File: src/rtl/axgpio_pkg.sv
// axgpio_pkg: GPIO register map offsets, channel response codes and address decode helpers
package axgpio_pkg;
    localparam logic [7:0] ADR_DOUT = 8'h00;
    localparam logic [7:0] ADR_DIR  = 8'h04;
    localparam logic [7:0] ADR_DIN  = 8'h08;
    localparam logic [7:0] ADR_IEN  = 8'h0C;
    localparam logic [7:0] ADR_STAT = 8'h10;
    localparam logic [7:0] ADR_EDGE = 8'h14;

    typedef enum logic [1:0] {OKAY = 2'b00, SLVERR = 2'b10} resp_e;

    // Listed offsets are all aligned, so unaligned addresses fall out as errors too
    function automatic resp_e rd_resp(input logic [7:0] adr);
        return (adr inside {ADR_DOUT, ADR_DIR, ADR_DIN, ADR_IEN, ADR_STAT, ADR_EDGE}) ? OKAY : SLVERR;
    endfunction

    function automatic resp_e wr_resp(input logic [7:0] adr);
        return (adr inside {ADR_DOUT, ADR_DIR, ADR_IEN, ADR_STAT, ADR_EDGE}) ? OKAY : SLVERR;
    endfunction
endpackage

File: src/rtl/gpio_sync_edge.sv
// gpio_sync_edge: pad input synchroniser with edge detection, masked during post-reset warm-up
module gpio_sync_edge #(
    parameter int GPIO_W   = 32,
    parameter int SYNC_LEN = 2
) (
    input  logic              iCLK,
    input  logic              iRSTN,
    input  logic [GPIO_W-1:0] gpio_i,
    output logic [GPIO_W-1:0] sync_o,
    output logic [GPIO_W-1:0] rise_o,
    output logic [GPIO_W-1:0] fall_o
);
    localparam int CW = $clog2(SYNC_LEN + 2);
    localparam logic [CW-1:0] ARM = CW'(SYNC_LEN + 1);

    logic [GPIO_W-1:0] sync_q [SYNC_LEN];
    logic [GPIO_W-1:0] prev_q;
    logic [CW-1:0]     cnt_q, cnt_d;
    logic              armed;

    always_ff @(posedge iCLK or negedge iRSTN) begin
        if (!iRSTN) begin
            for (int i = 0; i < SYNC_LEN; i++) sync_q[i] <= '0;
            prev_q <= '0;
            cnt_q  <= '0;
        end else begin
            sync_q[0] <= gpio_i;
            for (int i = 1; i < SYNC_LEN; i++) sync_q[i] <= sync_q[i-1];
            prev_q <= sync_o;
            cnt_q  <= cnt_d;
        end
    end

    // Until the chain and prev flop hold real pin values, the reset-to-pin step is not an edge
    always_comb begin
        armed  = cnt_q == ARM;
        cnt_d  = armed ? cnt_q : cnt_q + 1'b1;
        sync_o = sync_q[SYNC_LEN-1];
        rise_o = armed ? (sync_o & ~prev_q) : '0;
        fall_o = armed ? (~sync_o & prev_q) : '0;
    end
endmodule

File: src/rtl/axgpio_regfile.sv
// axgpio_regfile: GPIO control/status registers behind the AXI4-Lite write/read strobes
module axgpio_regfile import axgpio_pkg::*; #(
    parameter int GPIO_W   = 32,
    parameter int SYNC_LEN = 2
) (
    input  logic              iCLK,
    input  logic              iRSTN,
    input  logic [7:0]        iPWADR,
    input  logic [31:0]       iPWDAT,
    input  logic              iPWRTE,
    output logic              oPWERR,
    input  logic [7:0]        iPRADR,
    input  logic              iPREAD,
    output logic [31:0]       oPRDAT,
    output logic              oPRERR,
    input  logic [GPIO_W-1:0] iGPIO_I,
    output logic [GPIO_W-1:0] oGPIO_O,
    output logic [GPIO_W-1:0] oGPIO_OE,
    output logic              oIRQ
);
    logic [GPIO_W-1:0] dout_q, dout_d, dir_q, dir_d, ien_q, ien_d;
    logic [GPIO_W-1:0] stat_q, stat_d, edge_q, edge_d;
    logic [GPIO_W-1:0] sync, rise, fall, evt, wdat, rsel;
    logic [31:0]       rdat_q, rdat_d;
    logic              pwerr_q, pwerr_d, prerr_q, prerr_d, irq_q, irq_d, wok, rok;

    gpio_sync_edge #(.GPIO_W(GPIO_W), .SYNC_LEN(SYNC_LEN)) u_sync (
        .iCLK   (iCLK),
        .iRSTN  (iRSTN),
        .gpio_i (iGPIO_I),
        .sync_o (sync),
        .rise_o (rise),
        .fall_o (fall)
    );

    always_comb begin
        wdat    = iPWDAT[GPIO_W-1:0];
        wok     = iPWRTE && wr_resp(iPWADR) == OKAY;
        pwerr_d = iPWRTE && wr_resp(iPWADR) == SLVERR;
        dout_d  = (wok && iPWADR == ADR_DOUT) ? wdat : dout_q;
        dir_d   = (wok && iPWADR == ADR_DIR)  ? wdat : dir_q;
        ien_d   = (wok && iPWADR == ADR_IEN)  ? wdat : ien_q;
        edge_d  = (wok && iPWADR == ADR_EDGE) ? wdat : edge_q;
        evt     = (edge_q & rise) | (~edge_q & fall);
        stat_d  = evt | (stat_q & ~((wok && iPWADR == ADR_STAT) ? wdat : '0));
        irq_d   = |(stat_q & ien_q);
        rok     = iPREAD && rd_resp(iPRADR) == OKAY;
        rsel    = iPRADR == ADR_DOUT ? dout_q :
                  iPRADR == ADR_DIR  ? dir_q  :
                  iPRADR == ADR_DIN  ? sync   :
                  iPRADR == ADR_IEN  ? ien_q  :
                  iPRADR == ADR_STAT ? stat_q : edge_q;
        rdat_d  = rok ? 32'(rsel) : '0;
        prerr_d = iPREAD && !rok;
    end

    always_ff @(posedge iCLK or negedge iRSTN) begin
        if (!iRSTN) begin
            dout_q  <= '0;
            dir_q   <= '0;
            ien_q   <= '0;
            stat_q  <= '0;
            edge_q  <= '0;
            rdat_q  <= '0;
            pwerr_q <= 1'b0;
            prerr_q <= 1'b0;
            irq_q   <= 1'b0;
        end else begin
            dout_q  <= dout_d;
            dir_q   <= dir_d;
            ien_q   <= ien_d;
            stat_q  <= stat_d;
            edge_q  <= edge_d;
            rdat_q  <= rdat_d;
            pwerr_q <= pwerr_d;
            prerr_q <= prerr_d;
            irq_q   <= irq_d;
        end
    end

    assign oGPIO_O  = dout_q;
    assign oGPIO_OE = dir_q;
    assign oPWERR   = pwerr_q;
    assign oPRDAT   = rdat_q;
    assign oPRERR   = prerr_q;
    assign oIRQ     = irq_q;
endmodule

File: config.mk
export PLATFORM = sky130hd
export DESIGN_NAME = axgpio_regfile
export DESIGN_NICKNAME = d
export VERILOG_FILES = /design/src/rtl/axgpio_pkg.sv /design/src/rtl/gpio_sync_edge.sv /design/src/rtl/axgpio_regfile.sv
export SDC_FILE = /design/constraint.sdc
export NUM_CORES = 1
export LEC_CHECK = 0
export ABC_CLOCK_PERIOD_IN_PS = 4260
export CELL_PAD_IN_SITES_DETAIL_PLACEMENT = 1
export CELL_PAD_IN_SITES_GLOBAL_PLACEMENT = 1
export CORE_UTILIZATION = 45
export CTS_CLUSTER_DIAMETER = 100
export CTS_CLUSTER_SIZE = 40
export DETAILED_ROUTE_END_ITERATION = 8
export PLACE_DENSITY = 0.78
export RECOVER_POWER = 100
export SLEW_MARGIN = 15
export SYNTH_ARGS = -nofsm -noshare
export SYNTH_HDL_FRONTEND = slang
export SYNTH_SLANG_ARGS = --single-unit
File: constraint.sdc
create_clock -name iCLK -period 4.26 [get_ports iCLK]
set_clock_uncertainty 0.2 [all_clocks]
set_input_delay 0.426 -clock iCLK [delete_from_list [all_inputs] [get_ports iCLK]]
set_output_delay 0.426 -clock iCLK [all_outputs]
set_load 0.02 [all_outputs]
# --- Yosys cells after proc, flatten, opt, wreduce, memory -nomap -nowiden ---
# Index checks and enable logic that the tools add are counted.
totals:
  reg_bits: 293
  inputBits: 84
  output_inout_bits: 99
  word_cells: 65
classes:
  addsub: 1
  n_eq_ne: 11
  muxes: 11
  n_bitwise: 12
  n_reduce_logical: 17
op_table:
  columns: ["cell", "n"]
  rows:
  - ["2-to-1 mux 32 bit", 9]
  - ["bitwise AND 32 bit", 6]
  - ["inverter 32 bit", 4]
  - ["OR 32 bit", 2]
  - ["== test 8 x 5 -> 1 bit, second input constant", 4]
  - ["OR reduction 32 bit", 1]
  - ["== test 8 x 4 -> 1 bit, second input constant", 3]
  - ["== test 8 x 3 -> 1 bit, second input constant", 2]
  - ["zero test 8 bit", 2]
  - ["logical AND 1 bit", 9]
  - ["nonzero test 6 bit", 1]
  - ["nonzero test 5 bit", 1]
  - ["== test 2 bit, second input constant", 2]
  - ["zero test 2 bit", 2]
  - ["2-to-1 mux 2 bit", 2]
  - ["adder 2 x 1 -> 2 bit, second input constant", 1]
  - ["zero test 1 bit", 1]

# --- Longest topological paths before layout ---
# Gate-level depths: netlist (run 1).
depth:
  depth_word: 10
  depth_mapped: 7
  depth_no_buf: 4

# --- Modules after synthesis ---
# A second synthesis (run 1) with hierarchy kept.
unflattened:
  cells_unflattened: 965
  hier_area_um2: 12689.7
by_module_without_submodules:
  columns: ["mod", "instances", "cells_each", "area_per_inst_um2", "seq_area_each_um2"]
  rows:
  - ["axgpio_regfile", 1, 760, 9285.2, 4879.7]
  - ["gpio_sync_edge", 1, 205, 3404.5, 2452.4]

# --- Worst setup path after synthesis (run 1) ---
# Ideal clock, no wire load.
synth_path:
  path_kind: "input to register"
  start: "in iPWADR[1]"
  end: "reg edge_q[10]"
  setup_ns: 0.125
  t_arrival_ns: 2.477
  required_time_ns: 3.935
  path_slack_ns: 1.458
  path_stages: 7
  path_buffers: 3
  path_cell_list: "or4_4 > or4b_4 > buf_6 > or3_1 > buf_6 > buf_6 > mux2_4"
synth_between:
  elab_chain_len: 6
  word_cells_on_any_way: 10
  classes_between: "eq/ne (4); mux (1); reduce/logical (5)"
synth_rtl:
  columns: ["element", "line", "text"]
  rows:
  - ["from (decl)", "axgpio_regfile.sv:8", "input logic [7:0] iPWADR,"]
  - ["== test 8 x 3 -> 1 bit, or another cell as far along", "axgpio_pkg.sv:18", "return (adr inside {ADR_DOUT, ADR_DIR, ADR_IEN, ADR_STAT, ADR_EDGE}) ? OKAY : SLVERR;"]
  - ["nonzero test 5 bit", "axgpio_pkg.sv:18", null]
  - ["2-to-1 mux 2 bit", "axgpio_pkg.sv:18", null]
  - ["zero test 2 bit", "axgpio_regfile.sv:38", "wok = iPWRTE && wr_resp(iPWADR) == OKAY;"]
  - ["logical AND 1 bit", "axgpio_regfile.sv:38", null]
  - ["logical AND 1 bit (*)", "axgpio_regfile.sv:43", "edge_d = (wok && iPWADR == ADR_EDGE) ? wdat : edge_q;"]
  - ["to (signal assigned)", "axgpio_regfile.sv:73", "edge_q <= edge_d;"]
  - ["to (decl)", "axgpio_regfile.sv:22", "logic [GPIO_W-1:0] stat_q, stat_d, edge_q, edge_d;"]
# Every way passes the cells marked *; elsewhere a longest branch is shown, timed or not.
# A chain may end at the register's enable or synchronous reset.

# --- Worst setup path in the final report (run 1) ---
layout_path:
  start: "in iPWADR[1]"
  end: "reg dout_q[17] (netlist: oGPIO_O[17])"
layout_between:
  elab_chain_len: 6
  word_cells_on_any_way: 10
  classes_between: "eq/ne (4); mux (1); reduce/logical (5)"
layout_rtl:
  columns: ["element", "line", "text"]
  rows:
  - ["== test 8 x 3 -> 1 bit, or another cell as far along", "axgpio_pkg.sv:18", null]
  - ["nonzero test 5 bit", "axgpio_pkg.sv:18", null]
  - ["2-to-1 mux 2 bit", "axgpio_pkg.sv:18", null]
  - ["zero test 2 bit", "axgpio_regfile.sv:38", null]
  - ["logical AND 1 bit", "axgpio_regfile.sv:38", null]
  - ["logical AND 1 bit (*)", "axgpio_regfile.sv:40", "dout_d = (wok && iPWADR == ADR_DOUT) ? wdat : dout_q;"]
  - ["to (signal assigned)", "axgpio_regfile.sv:69", "dout_q <= dout_d;"]
  - ["to (decl)", "axgpio_regfile.sv:21", "logic [GPIO_W-1:0] dout_q, dout_d, dir_q, dir_d, ien_q, ien_d;"]
# Marked as above.

==> flow_summary.json, run 1 <==
{
  "clkPwrFrac_pct": 31.1,
  "drive_above_1_share_pct": 8.487,
  "ios": 183,
  "clk_pin_slew_ns": 0.11,
  "path_buf_inv": 2,
  "avgViaCountPerCell": 5.992,
  "htree_levels": 1,
  "ys_seq_area_share_pct": 57.73,
  "synth_area_leaders": "dfrtp_1 58%, mux2_4 11%, o21ai_0 4.6%",
  "critPathRequiredTime_ns": 4.44,
  "power.switching_mw": 1.385,
  "dp.final_hpwl_mm": 25.13,
  "clock_sinks": 293,
  "port_buffers": 182,
  "fmax_ghz": 0.2894,
  "cp_max_fo": 32,
  "critPathTopFamily": "simple AND/OR/NAND/NOR gates",
  "violations": "capacitance limit, slew limit",
  "r2r_cells": 3,
  "synth-main-ff-cell": "dfrtp_1",
  "netlist_area_um2": 12700,
  "seq_area_um2": 7332,
  "syn_avg_cell_area_um2": 12.38,
  "crit_arrival_ns": 3.64,
  "r2r_slack_ns": 1.73,
  "finalCritPeriodShare_pct": 81.12,
  "cts_buffer_depth": 3,
  "tightest_slew_ns": 2.451,
  "cts_tree": "built",
  "drv_slew": 129,
  "fin_hold_ws_ns": 0.1594,
  "nNetsFinal": 1269,
  "route.vias.total": 9396,
  "p_seq_share_pct": 58.2,
  "ys_seq_elements": 293,
  "dr.pass1.iters": 6,
  "post-route-min-period_ns": 3.456,
  "r2r-start": "u_sync.cnt_q[0]$_DFFE_PN0N_",
  "path_class": "input pin to register",
  "start_kind": "input pin",
  "synth-warning-count": 0,
  "wl_per_cell_um": 24.24,
  "end_kind": "register",
  "p_int_mw": 3.753,
  "crit_cells": 6,
  "dieWidth_um": 170,
  "fin_cells": 1568,
  "hold_viol": 0,
  "rsz0062_at_grt": "no",
  "yosysUniqueCellTypes": 38,
  "fin_setup_tns_ns": 0,
  "dp.cells": 1546,
  "synthesis.nets": 1111,
  "rr_endpoint": "stat_q[26]$_DFF_PN0_",
  "start_util_pct": 45.72,
  "p_comb_share_pct": 10.7,
  "grt_pass1_wl_mm": 59.45,
  "core-area_um2": 27780,
  "synthCells": 1026,
  "grt_pass1_vias": 9937,
  "clock_latency_ns": 0.51,
  "drtAntennaViolNets": 0,
  "wl_mm": 38.01,
  "fillers": 2942,
  "fin_ws_ns": 0.8044,
  "yosys.area.top_type": "dfrtp_1",
  "place_congestion": 0.7874,
  "antenna_cells": 0,
  "setup_viol_count_final": 0,
  "syn_to_final_growth_pct": 17.84,
  "antenna_found_initial": 0,
  "crit_chain": "dlygate4sd3_1, or4_1, or4b_1, or3_2, buf_4, mux2_1",
  "endpoint": "oGPIO_O[17]$_DFFE_PN0P_",
  "cts_buffers": 13,
  "grt_util_all_layers_pct": 26.95,
  "fp.dieH_um": 170,
  "p_leak_nw": 7.008,
  "grt_overflow": 0,
  "drc": 0,
  "synth_top_area_share_pct": 57.73,
  "relSlewSlack_pct": -63.43,
  "swShare_pct": 26.96,
  "rows": 61,
  "drtIter0Drc": 824,
  "post_dp_cell_area_um2": 14890,
  "cts_root_buf": "clkbuf_16",
  "status": "complete, but fails checks",
  "async_flop_share_pct": 100.0,
  "grt_max_degree": 95,
  "power_density_nw_per_um2": 343.3,
  "multi_input_area_um2": 4541,
  "drv_cap": 2,
  "cp_slowest_cell": "or4b_1",
  "worst_path_largest_cell_delay_ns": 0.87,
  "synth_edf_count": 0,
  "pre_cts_ws_ns": 0.6801,
  "peakVddDrop_mv": 0.3198,
  "fin_area_um2": 14970,
  "hp-class": "register to register",
  "critPathLaunch": "iPWADR[1]",
  "post_cts_buffers": 0,
  "die_area_um2": 28900
}
through the flow:
step | util [%] | total power, mW
after floorplan | - | 3.299
after global placement | 53.60 | 3.627
after detailed placement | 53.60 | 3.647
after CTS | 55.22 | 5.232
after global routing | 53.87 | 5.325
final | 53.87 | 5.138
worst reg2reg max path: cells and delay by family, from the launching register on:
family	cells	cell delay (ns)
AOI/OAI and AO/OA	2	0.58
adders and majority gates	1	1.29
DFF	1	0.39
worst min path at each step:
stage	from	cells after the start	to	slack (ns)
6_report	u_sync.sync_q[52]$_DFF_PN0_	0	u_sync.sync_o[20]$_DFF_PN0_	0.16
5_1_grt	u_sync.sync_q[38]$_DFF_PN0_	0	u_sync.sync_o[6]$_DFF_PN0_	0.17
4_1_cts	iGPIO_I[0]	1	u_sync.sync_q[32]$_DFF_PN0_	0.12
3_5_place_dp	u_sync.sync_q[48]$_DFF_PN0_	0	u_sync.sync_o[16]$_DFF_PN0_	0.14
3_3_place_gp	u_sync.sync_q[41]$_DFF_PN0_	0	u_sync.sync_o[9]$_DFF_PN0_	0.13
2_1_floorplan	iRSTN	0	edge_q[0]$_DFFE_PN0P_	-0.07
power by group through the flow:
| stage | Clock (mW) | Sequential [mW] | Combinational (mW) |
|---|---|---|---|
| 4_1_cts | 1.63 | 2.99 | 0.606 |
| 5_1_grt | 1.72 | 3.01 | 0.594 |
| 6_report | 1.60 | 2.99 | 0.549 |
| 2_1_floorplan | 0 | 3.05 | 0.250 |
| 3_3_place_gp | 0 | 3.04 | 0.588 |
| 3_5_place_dp | 0 | 3.05 | 0.601 |
cell usage after synthesis, types with 3 or more instances:
cell / n
mux2i_1: 32
a222oi_1: 26
nand4_1: 10
o21ai_0: 117
nor2_1: 60
dfrtp_1: 293
o31ai_1: 6
a21oi_1: 5
a2bb2oi_1: 31
or3_1: 3
a21o_1: 5
mux2_2: 40
buf_1: 5
buf_6: 13
nand2_1: 77
clkbuf_1: 55
mux2_4: 90
o41ai_1: 27
inv_1: 30
a22oi_1: 21
nor3b_1: 32
nor3_1: 27
sequential cells by signal, summed over array words and instances (netlist names):
| register | cells |
|---|---|
| u_sync.prev_q | 32 |
| edge_q | 32 |
| oPRDAT | 32 |
| oPRERR | 1 |
| u_sync.sync_o | 32 |
| u_sync.cnt_q | 2 |
| u_sync.sync_q | 32 |
| oIRQ | 1 |
| oGPIO_O | 32 |
| oPWERR | 1 |
| ien_q | 32 |
| oGPIO_OE | 32 |
| stat_q | 32 |
cell families after synthesis:
logic type,synth area share [%]
DFF,57.73
AOI/OAI and AO/OA,13.04
and+or+nand+nor,8.512
muxes,16.71
buffers and inverters,3.842
xor gates and xnor gates,0.06897
adders and majority gates,0.09850
layout by cell type (no fill, tap or decap), types with 13 or more instances in the layout:
cell             instances
a222oi_1                26
clkbuf_16               13
buf_4                   29
nor3_1                  27
a22oi_1                 21
o41ai_1                 27
dfrtp_1                293
mux2i_1                 32
o21ai_0                117
a2bb2oi_1               31
mux2_2                  40
nor3b_1                 32
nand2_1                 77
dlygate4sd3_1          135
nor2_1                  60
mux2_1                  90
clkdlybuf4s50_1         45
inv_1                   30
what timing repair did:
| item | in CTS | in global routing |
|---|---|---|
| gates resized for setup | 0 | 0 |
| hold buffers | 1 | 0 |
| hold endpoints to repair | 90 | 0 |
metal layers:
| metal | up-vias | global-route usage, % | wire length [µm] |
|---|---|---|---|
| li1 | 4050 | - | - |
| met1 | 4945 | 37.31 | 16420 |
| met2 | 342 | 44.46 | 18490 |
| met3 | 59 | 3.512 | 2141 |
| met4 | 0 | 7.716 | 958 |
| met5 | - | 0 | 0 |
final cells by class:
class / count / share of cell area (%)
Sequential cell: 293 / 48.99
Clock buffer: 13 / 2.174
Inverter: 31 / 0.7775
Multi-Input combinational cell: 629 / 30.34
Tap cell: 378 / 3.160
Timing Repair Buffer: 216 / 13.81
Clock inverter: 8 / 0.7524
(Power assumes the default switching activity.)
==> run 2, diff against run 1 <==
--- a/config.mk
+++ b/config.mk
@@ -5,14 +5,14 @@
 export SDC_FILE = /design/constraint.sdc
 export NUM_CORES = 1
 export LEC_CHECK = 0
-export ABC_CLOCK_PERIOD_IN_PS = 4260
+export ABC_CLOCK_PERIOD_IN_PS = 2900
 export CELL_PAD_IN_SITES_DETAIL_PLACEMENT = 1
 export CELL_PAD_IN_SITES_GLOBAL_PLACEMENT = 1
-export CORE_UTILIZATION = 45
+export CORE_UTILIZATION = 40
 export CTS_CLUSTER_DIAMETER = 100
 export CTS_CLUSTER_SIZE = 40
 export DETAILED_ROUTE_END_ITERATION = 8
-export PLACE_DENSITY = 0.78
+export PLACE_DENSITY = 0.74
 export RECOVER_POWER = 100
 export SLEW_MARGIN = 15
 export SYNTH_ARGS = -nofsm -noshare
==> constraint.sdc (replaced) <==
create_clock -name iCLK -period 2.9 [get_ports iCLK]
set_clock_uncertainty 0.2 [all_clocks]
set_input_delay 0.29 -clock iCLK [delete_from_list [all_inputs] [get_ports iCLK]]
set_output_delay 0.29 -clock iCLK [all_outputs]
set_load 0.02 [all_outputs]
==> run 2 against run 1 <==
The flow now finishes without violations. Worst setup slack got worse by 0.64 ns. Register-to-register slack got worse by 0.75 ns. Via count about the same. Flip-flop and latch count unchanged. Sequential share of layout area decreased by 1.4 points. Critical path depth unchanged. Utilization decreased by 4.0 points. Critical endpoint is now oGPIO_OE[8]$_DFFE_PN0P_.
==> flow_summary.json, run 2 (same netlist as run 1, synthesis figures left out) <==
{
  "place_congestion": 0.8073,
  "use_met2_pct": 40.90,
  "r2r_slack_ns": 0.98,
  "post-route-min-period_ns": 2.740,
  "dr.pass1.iters": 7,
  "finalPower_mw": 7.718,
  "antenna_found_initial": 1,
  "status": "finished clean",
  "p_int_mw": 5.590,
  "seq_area_um2": 7332,
  "grt_overflow": 0,
  "peakVddDrop_mv": 0.4724,
  "clock_sinks": 293,
  "clk_pin_slew_ns": 0.14,
  "start_util_pct": 41.09,
  "clock_latency_ns": 0.53,
  "cts_tree": "built",
  "ios": 183,
  "drtAntennaViolNets": 0,
  "power.switching_mw": 2.128,
  "final_cell_mix": "293 x dfrtp_1, 154 x dlygate4sd3_1, 117 x o21ai_0, 88 x mux2_1, 77 x nand2_1",
  "rr_endpoint": "stat_q[3]$_DFF_PN0_",
  "wl_per_cell_um": 24.37,
  "port_buffers": 182,
  "cp_slowest_cell": "or4b_1",
  "critPathRequiredTime_ns": 3.10,
  "fp.dieH_um": 180.2,
  "grt_pass1_vias": 10300,
  "worst_path_largest_cell_delay_ns": 0.61,
  "fin_hold_ws_ns": 0.1198,
  "r2r_cells": 4,
  "met3_usage_pct": 2.930,
  "final_common_cell": "dfrtp_1",
  "grt_max_degree": 73,
  "drive_above_1_share_pct": 8.703,
  "end_kind": "register",
  "grt_util_all_layers_pct": 24.83,
  "rows": 64,
  "start_kind": "input pin",
  "clkPwrFrac_pct": 32.0,
  "htree_levels": 1,
  "fmax_ghz": 0.3650,
  "p_leak_nw": 7.198,
  "die_area_um2": 32470,
  "min_path_cells": 3,
  "fillers": 3234,
  "relSlewSlack_pct": 4.377,
  "syn_to_final_growth_pct": 21.36,
  "setup_viol_count_final": 0,
  "cp_max_fo": 20,
  "drc": 0,
  "antenna_cells": 0,
  "cts_resized": 0,
  "route.vias.total": 9394,
  "core-area_um2": 30910,
  "use_met1_pct": 34.35,
  "grt_pass1_wl_mm": 62.85,
  "hold_viol": 0,
  "holdPathEnd": "oPRERR$_DFF_PN0_",
  "nNetsFinal": 1297,
  "finalCritPeriodShare_pct": 94.48,
  "dp.final_hpwl_mm": 25.77,
  "wl_mm": 39.33,
  "drv_cap": 0,
  "multi_input_area_um2": 4541,
  "dieWidth_um": 180.2,
  "avgViaCountPerCell": 5.820,
  "power_density_nw_per_um2": 500.7,
  "drv_slew": 0,
  "post_cts_buffers": 0,
  "min_from": "iPREAD",
  "p_seq_share_pct": 56.9,
  "swShare_pct": 27.57,
  "crit_chain": "clkdlybuf4s50_1, or4_1, or4b_1, or3_2, buf_4, mux2_1",
  "tightest_slew_ns": 1.434,
  "cts_root_buf": "clkbuf_16",
  "crit_arrival_ns": 2.94,
  "p_comb_share_pct": 11.1,
  "rsz0062_at_grt": "no",
  "cts.hold.buffers_added": 23,
  "r2r-start": "u_sync.cnt_q[0]$_DFFE_PN0N_",
  "hp-class": "input pin to register",
  "grt-busiest-layer": "met2",
  "path_class": "input pin to register",
  "cts_buffer_depth": 3,
  "drtIter0Drc": 738,
  "cts_buffers": 13
}
-- run 2: cell count changes in the layout (fill, tap and decap cells not counted), sizes merged --
cell,previous run,this run
clkdlybuf4s50,45,48
inv,35,36
clkinv,4,2
dlygate4sd3,135,154
buf,32,35
clkbuf,17,21
-- run 2: how the worst max path moves through the flow --
stage	start	to
2_1_floorplan	iPWADR[1]	edge_q[10]$_DFFE_PN0P_
3_3_place_gp	iPWADR[1]	oGPIO_OE[19]$_DFFE_PN0P_
3_5_place_dp	iPWADR[1]	oGPIO_OE[25]$_DFFE_PN0P_
4_1_cts	iPWADR[1]	oGPIO_OE[26]$_DFFE_PN0P_
5_1_grt	iPWADR[1]	oGPIO_OE[9]$_DFFE_PN0P_
6_report	iPWADR[1]	oGPIO_OE[8]$_DFFE_PN0P_
-- run 2: area by class of cell --
class / instances / area share [%]
sequential: 293 / 47.57
inverter: 31 / 0.7549
clock inverter: 7 / 0.7955
tap: 396 / 3.215
timing repair buffer: 244 / 16.01
multi-input combinational: 629 / 29.46
clock buffer: 14 / 2.200
-- run 2: through the flow --
| step | util (%) | worst slack (ns) | TNS, ns | area [µm²] | instances |
|---|---|---|---|---|---|
| 6_report | 49.87 | 0.1599 | 0 | 15410 | 1614 |
| 5_1_grt | 49.87 | 0.1295 | 0 | 15410 | 1614 |
| 4_1_cts | 51.28 | 0.2812 | 0 | 15850 | 1614 |
| 3_5_place_dp | 49.04 | -0.2809 | -22.53 | 15160 | 1570 |
| 3_3_place_gp | 49.04 | -0.2377 | -20.33 | 15160 | 1570 |
| 2_1_floorplan | - | 0.2337 | 0 | 12700 | 1026 |
-- run 2: critical path: cells and delay by family --
kind | cells | cell delay (ns)
multiplexers | 1 | 0.36
buffers and inverters | 2 | 0.67
AND/OR/NAND/NOR | 3 | 1.62
-- run 2: power by group through the flow --
| stage | sequential (mW) | combinational [mW] | clock [mW] |
|---|---|---|---|
| global route | 4.42 | 0.926 | 2.66 |
| finish | 4.39 | 0.856 | 2.47 |
| CTS | 4.40 | 0.946 | 2.54 |
| global placement | 4.46 | 0.894 | 0 |
| floorplan | 4.48 | 0.367 | 0 |
| detailed placement | 4.47 | 0.918 | 0 |
-- run 2: routing by layer --
layer,wire length (µm),vias to the layer above
li1,-,4106
met1,17560,4898
met2,18930,334
met3,2022,54
met4,804,2
met5,15,-
